**src/rtl/fft_pkg.sv**
```systemverilog
// Shared constants, scheduler state type and in-place radix-2 DIT address helper
// for the 16-point FFT engine.
package fft_pkg;

  localparam int N_LOG2 = 4;
  localparam int N_PTS  = 1 << N_LOG2;
  localparam int N_BFLY = N_PTS / 2;
  localparam int ADDR_W = N_LOG2;
  localparam int TW_W   = N_LOG2 - 1;
  localparam int STG_W  = $clog2(N_LOG2);
  localparam int B_W    = $clog2(N_BFLY);

  typedef enum logic [1:0] {
    S_IDLE,
    S_ISSUE,
    S_DRAIN,
    S_DONE
  } sched_state_t;

  typedef struct packed {
    logic [ADDR_W-1:0] a;
    logic [ADDR_W-1:0] b;
    logic [TW_W-1:0]   tw;
  } bfly_addr_t;

  // Butterfly b of stage s pairs addresses span apart inside groups of 2*span.
  function automatic bfly_addr_t bfly_addr(input logic [STG_W-1:0] stage,
                                           input logic [B_W-1:0]   b);
    bfly_addr_t        r;
    logic [ADDR_W-1:0] bx, span, pos, grp;
    bx   = ADDR_W'(b);
    span = ADDR_W'(1) << stage;
    pos  = bx & (span - ADDR_W'(1));
    grp  = bx >> stage;
    r.a  = (grp << (stage + 1)) | pos;
    r.b  = r.a + span;
    r.tw = TW_W'(pos << (N_LOG2 - 1 - int'(stage)));
    return r;
  endfunction

endpackage

```
**src/rtl/fft_wb_delay.sv**
```systemverilog
// Write-back delay line: carries {valid, addr_a, addr_b} from butterfly issue to
// write-back, LAT stages deep, fully cleared by reset.
module fft_wb_delay #(
  parameter int LAT = 2,
  parameter int AW  = 4
) (
  input  logic          clk,
  input  logic          reset,
  input  logic          vld_in,
  input  logic [AW-1:0] addr_a_in,
  input  logic [AW-1:0] addr_b_in,
  output logic          vld_out,
  output logic [AW-1:0] addr_a_out,
  output logic [AW-1:0] addr_b_out
);

  logic          vld_p    [LAT];
  logic [AW-1:0] addr_a_p [LAT];
  logic [AW-1:0] addr_b_p [LAT];

  always_ff @(posedge clk) begin
    if (!reset) begin
      for (int i = 0; i < LAT; i++) begin
        vld_p[i]    <= 1'b0;
        addr_a_p[i] <= '0;
        addr_b_p[i] <= '0;
      end
    end else begin
      vld_p[0]    <= vld_in;
      addr_a_p[0] <= addr_a_in;
      addr_b_p[0] <= addr_b_in;
      for (int i = 1; i < LAT; i++) begin
        vld_p[i]    <= vld_p[i-1];
        addr_a_p[i] <= addr_a_p[i-1];
        addr_b_p[i] <= addr_b_p[i-1];
      end
    end
  end

  assign vld_out    = vld_p[LAT-1];
  assign addr_a_out = addr_a_p[LAT-1];
  assign addr_b_out = addr_b_p[LAT-1];

endmodule

```
**src/rtl/fft_stage_sched.sv**
```systemverilog
// Stage/butterfly scheduler for the radix-2 DIT FFT: issues every butterfly with
// registered addresses, delays write-back, and drains between stages.
module fft_stage_sched
  import fft_pkg::*;
#(
  parameter int N_LOG2   = 4,
  parameter int BFLY_LAT = 2
) (
  input  logic                       clk,
  input  logic                       reset,
  input  logic                       start,
  input  logic                       hold,
  output logic                       busy,
  output logic                       done,
  output logic [$clog2(N_LOG2)-1:0]  stage,
  output logic                       rd_en,
  output logic [N_LOG2-1:0]          rd_addr_a,
  output logic [N_LOG2-1:0]          rd_addr_b,
  output logic [N_LOG2-2:0]          tw_addr,
  output logic                       wr_en,
  output logic [N_LOG2-1:0]          wr_addr_a,
  output logic [N_LOG2-1:0]          wr_addr_b
);

  localparam int CNT_W = $clog2(BFLY_LAT + 1);

  sched_state_t      state_q, state_n;
  logic [B_W-1:0]    b_q, b_n;
  logic [STG_W-1:0]  stage_n;
  logic [CNT_W-1:0]  cnt_q, cnt_n;
  logic              issue;
  logic [STG_W-1:0]  iss_stage;
  logic [B_W-1:0]    iss_b;
  bfly_addr_t        ba;
  logic [N_LOG2-1:0] addr_a_n, addr_b_n;
  logic [N_LOG2-2:0] tw_n;
  logic              done_n;

  // Outputs are registered, so the decision made in a cycle is what the RAM
  // sees in the next one; issue therefore looks at the current state directly.
  always_comb begin
    state_n   = state_q;
    b_n       = b_q;
    stage_n   = stage;
    cnt_n     = cnt_q;
    issue     = 1'b0;
    iss_stage = stage;
    iss_b     = b_q;
    done_n    = 1'b0;
    case (state_q)
      S_IDLE: begin
        if (start) begin
          issue     = 1'b1;
          iss_stage = '0;
          iss_b     = '0;
          stage_n   = '0;
          b_n       = B_W'(1);
          state_n   = S_ISSUE;
        end
      end
      S_ISSUE: begin
        if (!hold) begin
          issue = 1'b1;
          if (b_q == B_W'(N_BFLY - 1)) begin
            b_n     = '0;
            cnt_n   = '0;
            state_n = S_DRAIN;
          end else begin
            b_n = b_q + B_W'(1);
          end
        end
      end
      S_DRAIN: begin
        if (cnt_q == CNT_W'(BFLY_LAT)) begin
          if (stage == STG_W'(N_LOG2 - 1)) begin
            done_n  = 1'b1;
            state_n = S_DONE;
          end else begin
            issue     = 1'b1;
            iss_stage = stage + STG_W'(1);
            iss_b     = '0;
            stage_n   = stage + STG_W'(1);
            b_n       = B_W'(1);
            state_n   = S_ISSUE;
          end
        end else begin
          cnt_n = cnt_q + CNT_W'(1);
        end
      end
      S_DONE: begin
        stage_n = '0;
        state_n = S_IDLE;
      end
      default: state_n = S_IDLE;
    endcase

    ba       = '0;
    addr_a_n = rd_addr_a;
    addr_b_n = rd_addr_b;
    tw_n     = tw_addr;
    if (issue) begin
      ba       = bfly_addr(iss_stage, iss_b);
      addr_a_n = ba.a;
      addr_b_n = ba.b;
      tw_n     = ba.tw;
    end
  end

  always_ff @(posedge clk) begin
    if (!reset) begin
      state_q   <= S_IDLE;
      b_q       <= '0;
      cnt_q     <= '0;
      stage     <= '0;
      busy      <= 1'b0;
      done      <= 1'b0;
      rd_en     <= 1'b0;
      rd_addr_a <= '0;
      rd_addr_b <= '0;
      tw_addr   <= '0;
    end else begin
      state_q   <= state_n;
      b_q       <= b_n;
      cnt_q     <= cnt_n;
      stage     <= stage_n;
      busy      <= (state_n != S_IDLE);
      done      <= done_n;
      rd_en     <= issue;
      rd_addr_a <= addr_a_n;
      rd_addr_b <= addr_b_n;
      tw_addr   <= tw_n;
    end
  end

  // Write-back boundary: read strobe and addresses delayed by the butterfly latency.
  fft_wb_delay #(
    .LAT (BFLY_LAT),
    .AW  (N_LOG2)
  ) u_wb_delay (
    .clk        (clk),
    .reset      (reset),
    .vld_in     (rd_en),
    .addr_a_in  (rd_addr_a),
    .addr_b_in  (rd_addr_b),
    .vld_out    (wr_en),
    .addr_a_out (wr_addr_a),
    .addr_b_out (wr_addr_b)
  );

endmodule

```
**config.mk**
```make
export PLATFORM = sky130hd
export DESIGN_NAME = fft_stage_sched
export DESIGN_NICKNAME = d
export VERILOG_FILES = /design/src/rtl/fft_pkg.sv /design/src/rtl/fft_wb_delay.sv /design/src/rtl/fft_stage_sched.sv
export SDC_FILE = /design/constraint.sdc
export NUM_CORES = 1
export LEC_CHECK = 0
export BUFFER_PORTS_ARGS = -buffer_cell sky130_fd_sc_hd__buf_2
export CAP_MARGIN = 30
export CORE_MARGIN = 2
export CORE_UTILIZATION = 45
export CTS_CLUSTER_DIAMETER = 60
export DETAILED_ROUTE_END_ITERATION = 10
export GPL_TIMING_DRIVEN = 1
export PLACE_DENSITY = 0.73
export SYNTH_ARGS = -nofsm -noshare
export SYNTH_HDL_FRONTEND = slang
export SYNTH_SLANG_ARGS = --single-unit
```
**constraint.sdc**
```tcl
create_clock -name clk -period 4.05 [get_ports clk]
set_input_delay 0.2025 -clock clk [delete_from_list [all_inputs] [get_ports clk]]
set_output_delay 0.2025 -clock clk [all_outputs]
set_load 0.02 [all_outputs]
```
# Yosys cells after proc, flatten, opt, wreduce, memory -nomap -nowiden
# Memory sizes are Yosys's and may differ from the RTL's.
# Cells that the tools add are included.
# Widths: inputs -> output; s select.
[totals]
regBits = 23
ram_bits = 18
input_bits = 4
out_inout_bits = 25
word_cells = 91
mem_count = 3
[memory_table]
columns = ["name", "words", "width", "read_ports", "rd_clocked_by_memory_dff", "write_ports", "line", "source"]
rows = [
  ["u_wb_delay.addr_a_p", 2, 4, 2, 0, 2, "fft_wb_delay.sv:18", "logic [AW-1:0] addr_a_p [LAT];"],
  ["u_wb_delay.addr_b_p", 2, 4, 2, 0, 2, "fft_wb_delay.sv:19", "logic [AW-1:0] addr_b_p [LAT];"],
  ["u_wb_delay.vld_p", 2, 1, 2, 0, 2, "fft_wb_delay.sv:17", "logic vld_p [LAT];"],
]
[op_classes]
add_sub_neg = 7
eq_ne = 12
shifts = 4
n_mux = 39
bitwise = 8
n_reduce_logical = 8
[op_table]
columns = ["op", "count"]
rows = [
  ["$shl 4x32->3", 1],
  ["$mux 3", 8],
  ["$mux 2", 11],
  ["$mux 4", 4],
  ["$ne 2x2->1 const B", 6],
  ["$mux 1", 9],
  ["$pmux 3 s3", 1],
  ["$eq 2x2->1 const B", 4],
  ["$pmux 2 s2", 2],
  ["$pmux 2 s4", 1],
  ["$or 1x1->1", 6],
  ["$pmux 2 s3", 1],
  ["$pmux 3 s2", 1],
  ["$reduce_bool 3->1", 2],
  ["$reduce_and 5->1", 1],
  ["$add 2x1->2 const B", 2],
  ["$add 4x4->4", 1],
  ["$and 3x4->4", 1],
  ["$or 4x4->4", 1],
  ["$reduce_and 4->1", 1],
  ["$reduce_bool 2->1", 2],
  ["$shl 1x2->4 const A", 1],
  ["$shl 4x3->4", 1],
  ["$shr 3x2->4", 1],
  ["other kinds (9)", 9],
]

# Longest topological paths before layout
# Gate-level depths: netlist of the first run.
[logic_depth]
depth_word = 9
mapped_depth = 18

# By module
# From an unflattened synthesis of the first run, not the netlist that was laid out.
[hier_totals]
hier_cells = 220
hier_area_um2 = 2006.9
[modules_own_cells]
columns = ["mod", "n_inst", "cells_per_inst", "area_per_inst_um2", "seq_area_each_um2"]
rows = [
  ["fft_stage_sched", 1, 175, 1445.1, 460.4],
  ["fft_wb_delay", 1, 45, 561.8, 360.3],
]

# Least setup slack after synthesis of the first run
# Ideal clock, no wire load.
[synth_timing]
path_type = "reg2reg"
from = "register cnt_q[0]"
to = "register rd_addr_b[3]"
setup_time_ns = 0.114
t_arrival_ns = 3.276
t_required_ns = 3.936
setup_slack_ns = 0.660
path_stages_with_launch = 19
path_buffers = 1
synth_period_minus_slack_ns = 3.390
path_cell_list = "dfxtp_1 > inv_1 > ha_1 > and2_4 > a31oi_1 > o22a_1 > buf_2 > ha_1 > nor2_1 > o211a_1 > o2bb2ai_1 > a21oi_1 > inv_1 > ha_1 > a21o_1 > a21oi_1 > nor2_1 > mux2_1 > a21o_1"
[synth_between]
elab_chain_cells = 8
[synth_rtl]
columns = ["item", "line", "source"]
rows = [
  ["start, declared", "fft_stage_sched.sv:30", "logic [CNT_W-1:0] cnt_q, cnt_n;"],
  ["start signal, assigned", "fft_stage_sched.sv:124", "cnt_q <= cnt_n;"],
  ["$eq 2x2->1 *", "fft_stage_sched.sv:74", "if (cnt_q == CNT_W'(BFLY_LAT)) begin"],
  ["$mux 2", "--", ""],
  ["$pmux 2 s2", "fft_stage_sched.sv:50", "case (state_q)"],
  ["$shl 1x2->4", "fft_pkg.sv:32", "span = ADDR_W'(1) << stage;"],
  ["$sub 4x1->4", "fft_pkg.sv:33", "pos = bx & (span - ADDR_W'(1));"],
  ["$and 3x4->4", "fft_pkg.sv:33", ""],
  ["$or 4x4->4", "fft_pkg.sv:35", "r.a = (grp << (stage + 1)) | pos;"],
  ["$add 4x4->4", "fft_pkg.sv:36", "r.b = r.a + span;"],
  ["end signal, assigned", "fft_stage_sched.sv:130", "rd_addr_b <= addr_b_n;"],
  ["end, declared", "fft_stage_sched.sv:18", "output logic [N_LOG2-1:0] rd_addr_b,"],
]
# Every way passes the cells marked *; elsewhere a longest branch is shown, timed or not.
# A chain may end at the register's enable or synchronous reset.

# Worst setup path after layout of the first run
# Same ends and word-level chain as after synthesis.

==> results of run 1 <==
cell usage after synthesis (all sizes together) (2+ instances only):
cell / instances / area share [%]
a21boi: 6 / 2.3
a21o: 3 / 1.1
a21oi: 10 / 2.6
and2: 20 / 6.5
and4: 2 / 1.0
buf: 14 / 5.0
clkbuf: 6 / 1.1
dfxtp: 41 / 42
ha: 10 / 6.4
inv: 9 / 1.7
mux2: 4 / 2.3
nand2: 15 / 2.9
nand2b: 2 / 0.64
nand3: 4 / 1.0
nor2: 12 / 2.3
nor2b: 8 / 2.6
nor3: 3 / 0.77
nor3b: 2 / 1.0
o211a: 4 / 2.0
o21ai: 10 / 2.6
o2bb2ai: 2 / 0.89
or2: 3 / 0.96
cell type report:
type | instances | area (um2)
timing repair buffer | 29 | 148
fill | 406 | 2130
clock inverter | 2 | 10.0
multi-input combinational | 140 | 985
tap | 52 | 65.1
sequential | 41 | 821
clock buffer | 6 | 72.6
inverter | 9 | 33.8
logic make-up (layout without fill, tap and decap cells):
family	after synthesis	in the layout
flops	41	41
mux	4	4
simple gates	76	76
compound gates	47	47
buf+inv	29	46
xor+xnor	2	2
fa+ha+maj	11	11
final timing paths:
path	to	from
worst max-delay path	rd_addr_b[3]$_SDFFE_PN0P_	cnt_q[0]$_SDFFE_PN0P_
worst min-delay path	stage[1]$_SDFFE_PN0P_	reset
worst max register to register	rd_addr_b[3]$_SDFFE_PN0P_	cnt_q[0]$_SDFFE_PN0P_
worst min register to register	u_wb_delay.addr_b_p[0][4]$_SDFF_PN0_	u_wb_delay.addr_b_p[0][0]$_SDFF_PN0_
routing by layer:
layer,wire length [um],share of wire [%]
met4,52,1.6
met5,0,0
met2,1610,49
met1,1520,46
met3,112,3.4
flip-flops by register name, summed over array words and instances (netlist names), 2 cells and up:
register and cells:
rd_addr_b 4, rd_addr_a 4, stage 2, tw_addr 3, u_wb_delay.addr_a_p 8, b_q 3
cnt_q 2, u_wb_delay.addr_b_p 8, state_q 2, u_wb_delay.vld_p 2
power breakdown:
| part | internal, W | switching, W | total, W |
|---|---|---|---|
| sequential | 0.000415 | 0.00000685 | 0.000422 |
| clock | 0.000119 | 0.000133 | 0.000252 |
| combinational | 0.0000232 | 0.0000375 | 0.0000608 |
layout by cell type (no fill, tap or decap), types with 4 or more instances in the layout:
cell / n
a21boi_0: 5
a21oi_1: 10
and2_1: 19
buf_2: 28
clkbuf_8: 5
dfxtp_1: 41
ha_1: 10
inv_1: 9
nand2_1: 15
nand3_1: 4
nor2_1: 12
nor2b_1: 8
o211a_1: 4
o21ai_0: 10
per-stage QoR:
step                power, W  cell area, um2  cells
CTS                 0.000747            2130    279
global placement    0.000492            2050    271
finish              0.000735            2130    279
detailed placement  0.000493            2050    271
floorplan           0.000478            1960    210
global route        0.000769            2130    279
worst max-delay path, cell delays in order (launching register included):
cell	delay, ns
dfxtp_1	0.32
inv_1	0.05
ha_1	0.26
and2_4	0.21
a31oi_1	0.08
o22a_1	0.34
ha_1	0.44
nor2_1	0.11
o211a_1	0.14
o2bb2ai_1	0.11
a21oi_1	0.29
inv_1	0.08
ha_1	0.27
a21o_1	0.18
a21oi_1	0.20
nor2_1	0.06
mux2_1	0.29
a21o_1	0.17
==> flow_metrics.env, run 1 <==
export IMPL_skew_ns=0.00438
export IMPL_syn_inst=210
export IMPL_period_minus_slack_ns=3.71
export IMPL_startpoint_type="register"
export IMPL_io_pins=29
export IMPL_slew_headroom_pct=48.6
export IMPL_netlist_area_um2=1960
export IMPL_cts_repair_resized=0
export IMPL_detail_route_antenna_nets=0
export IMPL_leakagePower_nw=1.01
export IMPL_clk_pin_slew_ns=0.07
export IMPL_initial_utilization_pct=46.0
export IMPL_die_x_um=70.0
export IMPL_maxSlewViolCount=0
export IMPL_yosysSeqAreaShare_pct=41.9
export IMPL_place_hpwl_um=2370
export IMPL_fin_tns_setup_ns=0
export IMPL_yosysUniqueCellTypes=50
export IMPL_worstSkewPairLatency_ns=0.29
export IMPL_cts_hold_repair_buffers=0
export IMPL_status="finished, final reports clean"
export IMPL_cts_root_buf="clkbuf_8"
export IMPL_hold_slack_ns=0.393
export IMPL_cellPowerDensity_nw_per_um2=344
export IMPL_synth_fp_nets=225
export IMPL_yosys_warnings=0
export IMPL_worst_slew_pin_slew_ns=0.768
export IMPL_wl_per_cell_um=11.8
export IMPL_yosys_area_share_simple_pct=21.6
export IMPL_chipHeight_um=70.0
export IMPL_nNetsFinal=241
export IMPL_synth_edf_count=0
export IMPL_h_tree_depth=2
export IMPL_rsz0062_at_grt="no"
export IMPL_rows=24
export IMPL_synth_seq_cells=41
export IMPL_areaGrowthSynthToFinish_pct=8.87
export IMPL_drt_pass1_iter_count=4
export IMPL_met1_usage_pct=17.1
export IMPL_grt_busiest_layer="met2"
export IMPL_synth_top_family_by_area="simple AND/OR/NAND/NOR gates"
export IMPL_first_iter_violations=45
export IMPL_ctsLongestPathBuffers=2
export IMPL_ir_drop_mv=0.162
export IMPL_finalWirelength_um=3290
export IMPL_avgSynthCellArea_um2=9.34
export IMPL_track_usage_pct=13.8
export IMPL_core_area_um2=4260
export IMPL_n_antenna_cell=0
export IMPL_pre_cts_ws_ns=0.357
export IMPL_drive_gt1_share_pct=21.1
export IMPL_clock_sinks=41
export IMPL_fmax_ghz=0.270
export IMPL_cts_buffers=5
export IMPL_post_route_period_util_pct=91.6
export IMPL_synthMuxAreaShare_pct=2.30
export IMPL_critPathRequiredTime_ns=4.24
export IMPL_postCtsSetupBuffers=0
export IMPL_routabilityCongestion=0.925
export IMPL_use_met2_pct=22.5
export IMPL_synth_compound_area_share_pct=18.0
export IMPL_maxCapViolations=0
export IMPL_finalSetupViolCount=0
export IMPL_grt_overflow_total=0
export IMPL_vias_per_cell=5.09
export IMPL_tritoncts="yes"
export IMPL_critPathCaptureType="register"
export IMPL_fin_util_pct=50.1
export IMPL_synthFlopType="dfxtp_1"
export IMPL_path_class="reg -> reg"
export IMPL_synth_fa_ha_area_share_pct=7.40
export IMPL_route_detailed_drc=0
export IMPL_die_area_um2=4900
export IMPL_rr_worst_depth=17
export IMPL_setup_ws_ns=0.340
export IMPL_grt_met3_usage_pct=3.03
export IMPL_path_max_fanout=9
export IMPL_reg2reg_slack_ns=0.34
export IMPL_numPortBuffers=28
export IMPL_synth_xor_area_share_pct=0.893
export IMPL_vias=1421
export IMPL_grt_pass1_vias=1277
export IMPL_holdCritPathClass="in -> reg"
export IMPL_hold_depth=3
export IMPL_async_reset_ff_share_pct=0
export IMPL_crit_arrival_ns=3.90
export IMPL_antenna_found_initial=0
export IMPL_grt_pass1_wl_um=5510
export IMPL_final_hold_viol_count=0
export IMPL_grt_max_degree=41
No activity file was read; power rests on OpenSTA's default activity.
==> run 2: changes to the inputs <==
--- a/config.mk
+++ b/config.mk
@@ -12,6 +12,7 @@
 export CTS_CLUSTER_DIAMETER = 60
 export DETAILED_ROUTE_END_ITERATION = 10
 export GPL_TIMING_DRIVEN = 1
+export HOLD_SLACK_MARGIN = 0.03
 export PLACE_DENSITY = 0.73
 export SYNTH_ARGS = -nofsm -noshare
 export SYNTH_HDL_FRONTEND = slang
==> constraint.sdc (replaced) <==
create_clock -name clk -period 4.35 [get_ports clk]
set_input_delay 0.2175 -clock clk [delete_from_list [all_inputs] [get_ports clk]]
set_output_delay 0.2175 -clock clk [all_outputs]
set_load 0.02 [all_outputs]
==> flow_metrics.env, run 2 (synthesis results as in run 1) <==
export IMPL_status="finished, final reports clean"
export IMPL_postCtsSetupBuffers=0
export IMPL_final_hold_viol_count=0
export IMPL_clk_pin_slew_ns=0.08
export IMPL_route_detailed_drc=0
export IMPL_n_antenna_cell=0
export IMPL_maxSlewViolCount=0
export IMPL_crit_arrival_ns=3.97
export IMPL_grt_pass1_wl_um=5600
export IMPL_path_max_fanout=9
export IMPL_cts_repair_resized=0
export IMPL_areaGrowthSynthToFinish_pct=11.3
export IMPL_finalSetupViolCount=0
export IMPL_ir_drop_mv=0.152
export IMPL_period_minus_slack_ns=3.78
export IMPL_final_common_cell="dfxtp_1"
export IMPL_initial_utilization_pct=46.0
export IMPL_vias_per_cell=5.28
export IMPL_drive_gt1_share_pct=21.2
export IMPL_nNetsFinal=240
export IMPL_cts_root_buf="clkbuf_8"
export IMPL_place_inst=270
export IMPL_finalWirelength_um=3460
export IMPL_tritoncts="yes"
export IMPL_first_iter_violations=77
export IMPL_leakagePower_nw=1.03
export IMPL_numPortBuffers=28
export IMPL_startpoint_type="register"
export IMPL_grt_pass1_vias=1320
export IMPL_post_route_period_util_pct=86.8
export IMPL_mostFrequentLayoutCells="dfxtp_1, buf_2, and2_1, nand2_1, nor2_1"
export IMPL_worst_slew_pin_slew_ns=0.773
export IMPL_fin_tns_setup_ns=0
export IMPL_io_pins=29
export IMPL_track_usage_pct=14.1
export IMPL_h_tree_depth=2
export IMPL_fmax_ghz=0.265
export IMPL_cts_hold_repair_buffers=0
export IMPL_multi_input_area_um2=985
export IMPL_rows=24
export IMPL_reg_top3="u_wb_delay.addr_a_p: 8 flops, u_wb_delay.addr_b_p: 8 flops"
export IMPL_seq_area_um2=821
export IMPL_detail_route_antenna_nets=0
export IMPL_slew_headroom_pct=48.3
export IMPL_wl_per_cell_um=12.5
export IMPL_cellPowerDensity_nw_per_um2=372
export IMPL_clock_sinks=41
export IMPL_rsz0062_at_grt="no"
export IMPL_antenna_found_initial=0
export IMPL_skew_ns=0.00322
export IMPL_critPathRequiredTime_ns=4.54
export IMPL_ctsLongestPathBuffers=2
export IMPL_drt_pass1_iter_count=4
export IMPL_core_area_um2=4260
export IMPL_holdCritPathClass="in -> reg"
export IMPL_worstSkewPairLatency_ns=0.29
export IMPL_maxCapViolations=0
export IMPL_die_x_um=70.0
export IMPL_path_class="reg -> reg"
export IMPL_cts_buffers=5
export IMPL_critPathCaptureType="register"
export IMPL_grt_max_degree=41
export IMPL_vias=1468
export IMPL_total_power_w=0.000812
export IMPL_place_hpwl_um=2360
export IMPL_grt_overflow_total=0
export IMPL_die_area_um2=4900
export IMPL_stdcell_count=278
export IMPL_chipHeight_um=70.0
export IMPL_routabilityCongestion=0.914
export IMPL_nFillCells=408
-- run 2: layout make-up --
class | instances | share of cell area, %
Clock buffer | 5 | 3.15
Sequential cell | 41 | 37.6
Timing Repair Buffer | 28 | 6.42
Multi-Input combinational cell | 140 | 45.1
Clock inverter | 3 | 3.15
Tap cell | 52 | 2.98
Inverter | 9 | 1.55
-- run 2: stage by stage --
stage / instance area [um2] / hold WS (ns) / setup slack (ns) / utilization (%)
after detailed placement: 2040 / 0.420 / 0.602 / 47.9
after floorplan: 1960 / 0.363 / 0.960 / -
final: 2180 / 0.432 / 0.575 / 51.2
after global placement: 2040 / 0.414 / 0.773 / 47.9
after global routing: 2180 / 0.447 / 0.265 / 51.2
after CTS: 2180 / 0.405 / 0.599 / 51.2
-- run 2: routing by layer --
metal	track usage [%]	wire, um
met1	15.8	1570
met2	24.6	1680
met5	0	0
met3	5.05	160
met4	5.13	53
-- run 2: report_power, final --
| group | leakage (nW) | switching, W | total (W) | internal (W) |
|---|---|---|---|---|
| registers | 0.333 | 0.00000834 | 0.000394 | 0.000386 |
| clock network | 0.0687 | 0.000132 | 0.000362 | 0.000231 |
| logic | 0.630 | 0.0000339 | 0.0000549 | 0.0000210 |
| total | 1.03 | 0.000174 | 0.000812 | 0.000638 |
-- run 2: worst max-delay path, stage by stage, from the launching register on --
cell	delay (ns)
dfxtp_1	0.32
inv_1	0.06
ha_1	0.27
and2_4	0.21
a31oi_1	0.08
o22a_1	0.34
ha_1	0.44
nor2_1	0.11
o211a_1	0.15
o2bb2ai_1	0.12
a21oi_1	0.29
inv_1	0.08
ha_1	0.27
a21o_1	0.17
a21oi_1	0.21
nor2_1	0.07
mux2_1	0.29
a21o_1	0.17
-- run 2: path summary, 6_finish.rpt --
check | slack [ns] | cells after the start | start | end
max | 0.57 | 17 | cnt_q[0]$_SDFFE_PN0P_ | rd_addr_b[3]$_SDFFE_PN0P_
max reg2reg | 0.57 | 17 | cnt_q[0]$_SDFFE_PN0P_ | rd_addr_b[3]$_SDFFE_PN0P_
min reg2reg | 0.44 | 1 | u_wb_delay.addr_a_p[0][1]$_SDFF_PN0_ | u_wb_delay.addr_a_p[0][5]$_SDFF_PN0_
min | 0.43 | 3 | reset | stage[1]$_SDFFE_PN0P_
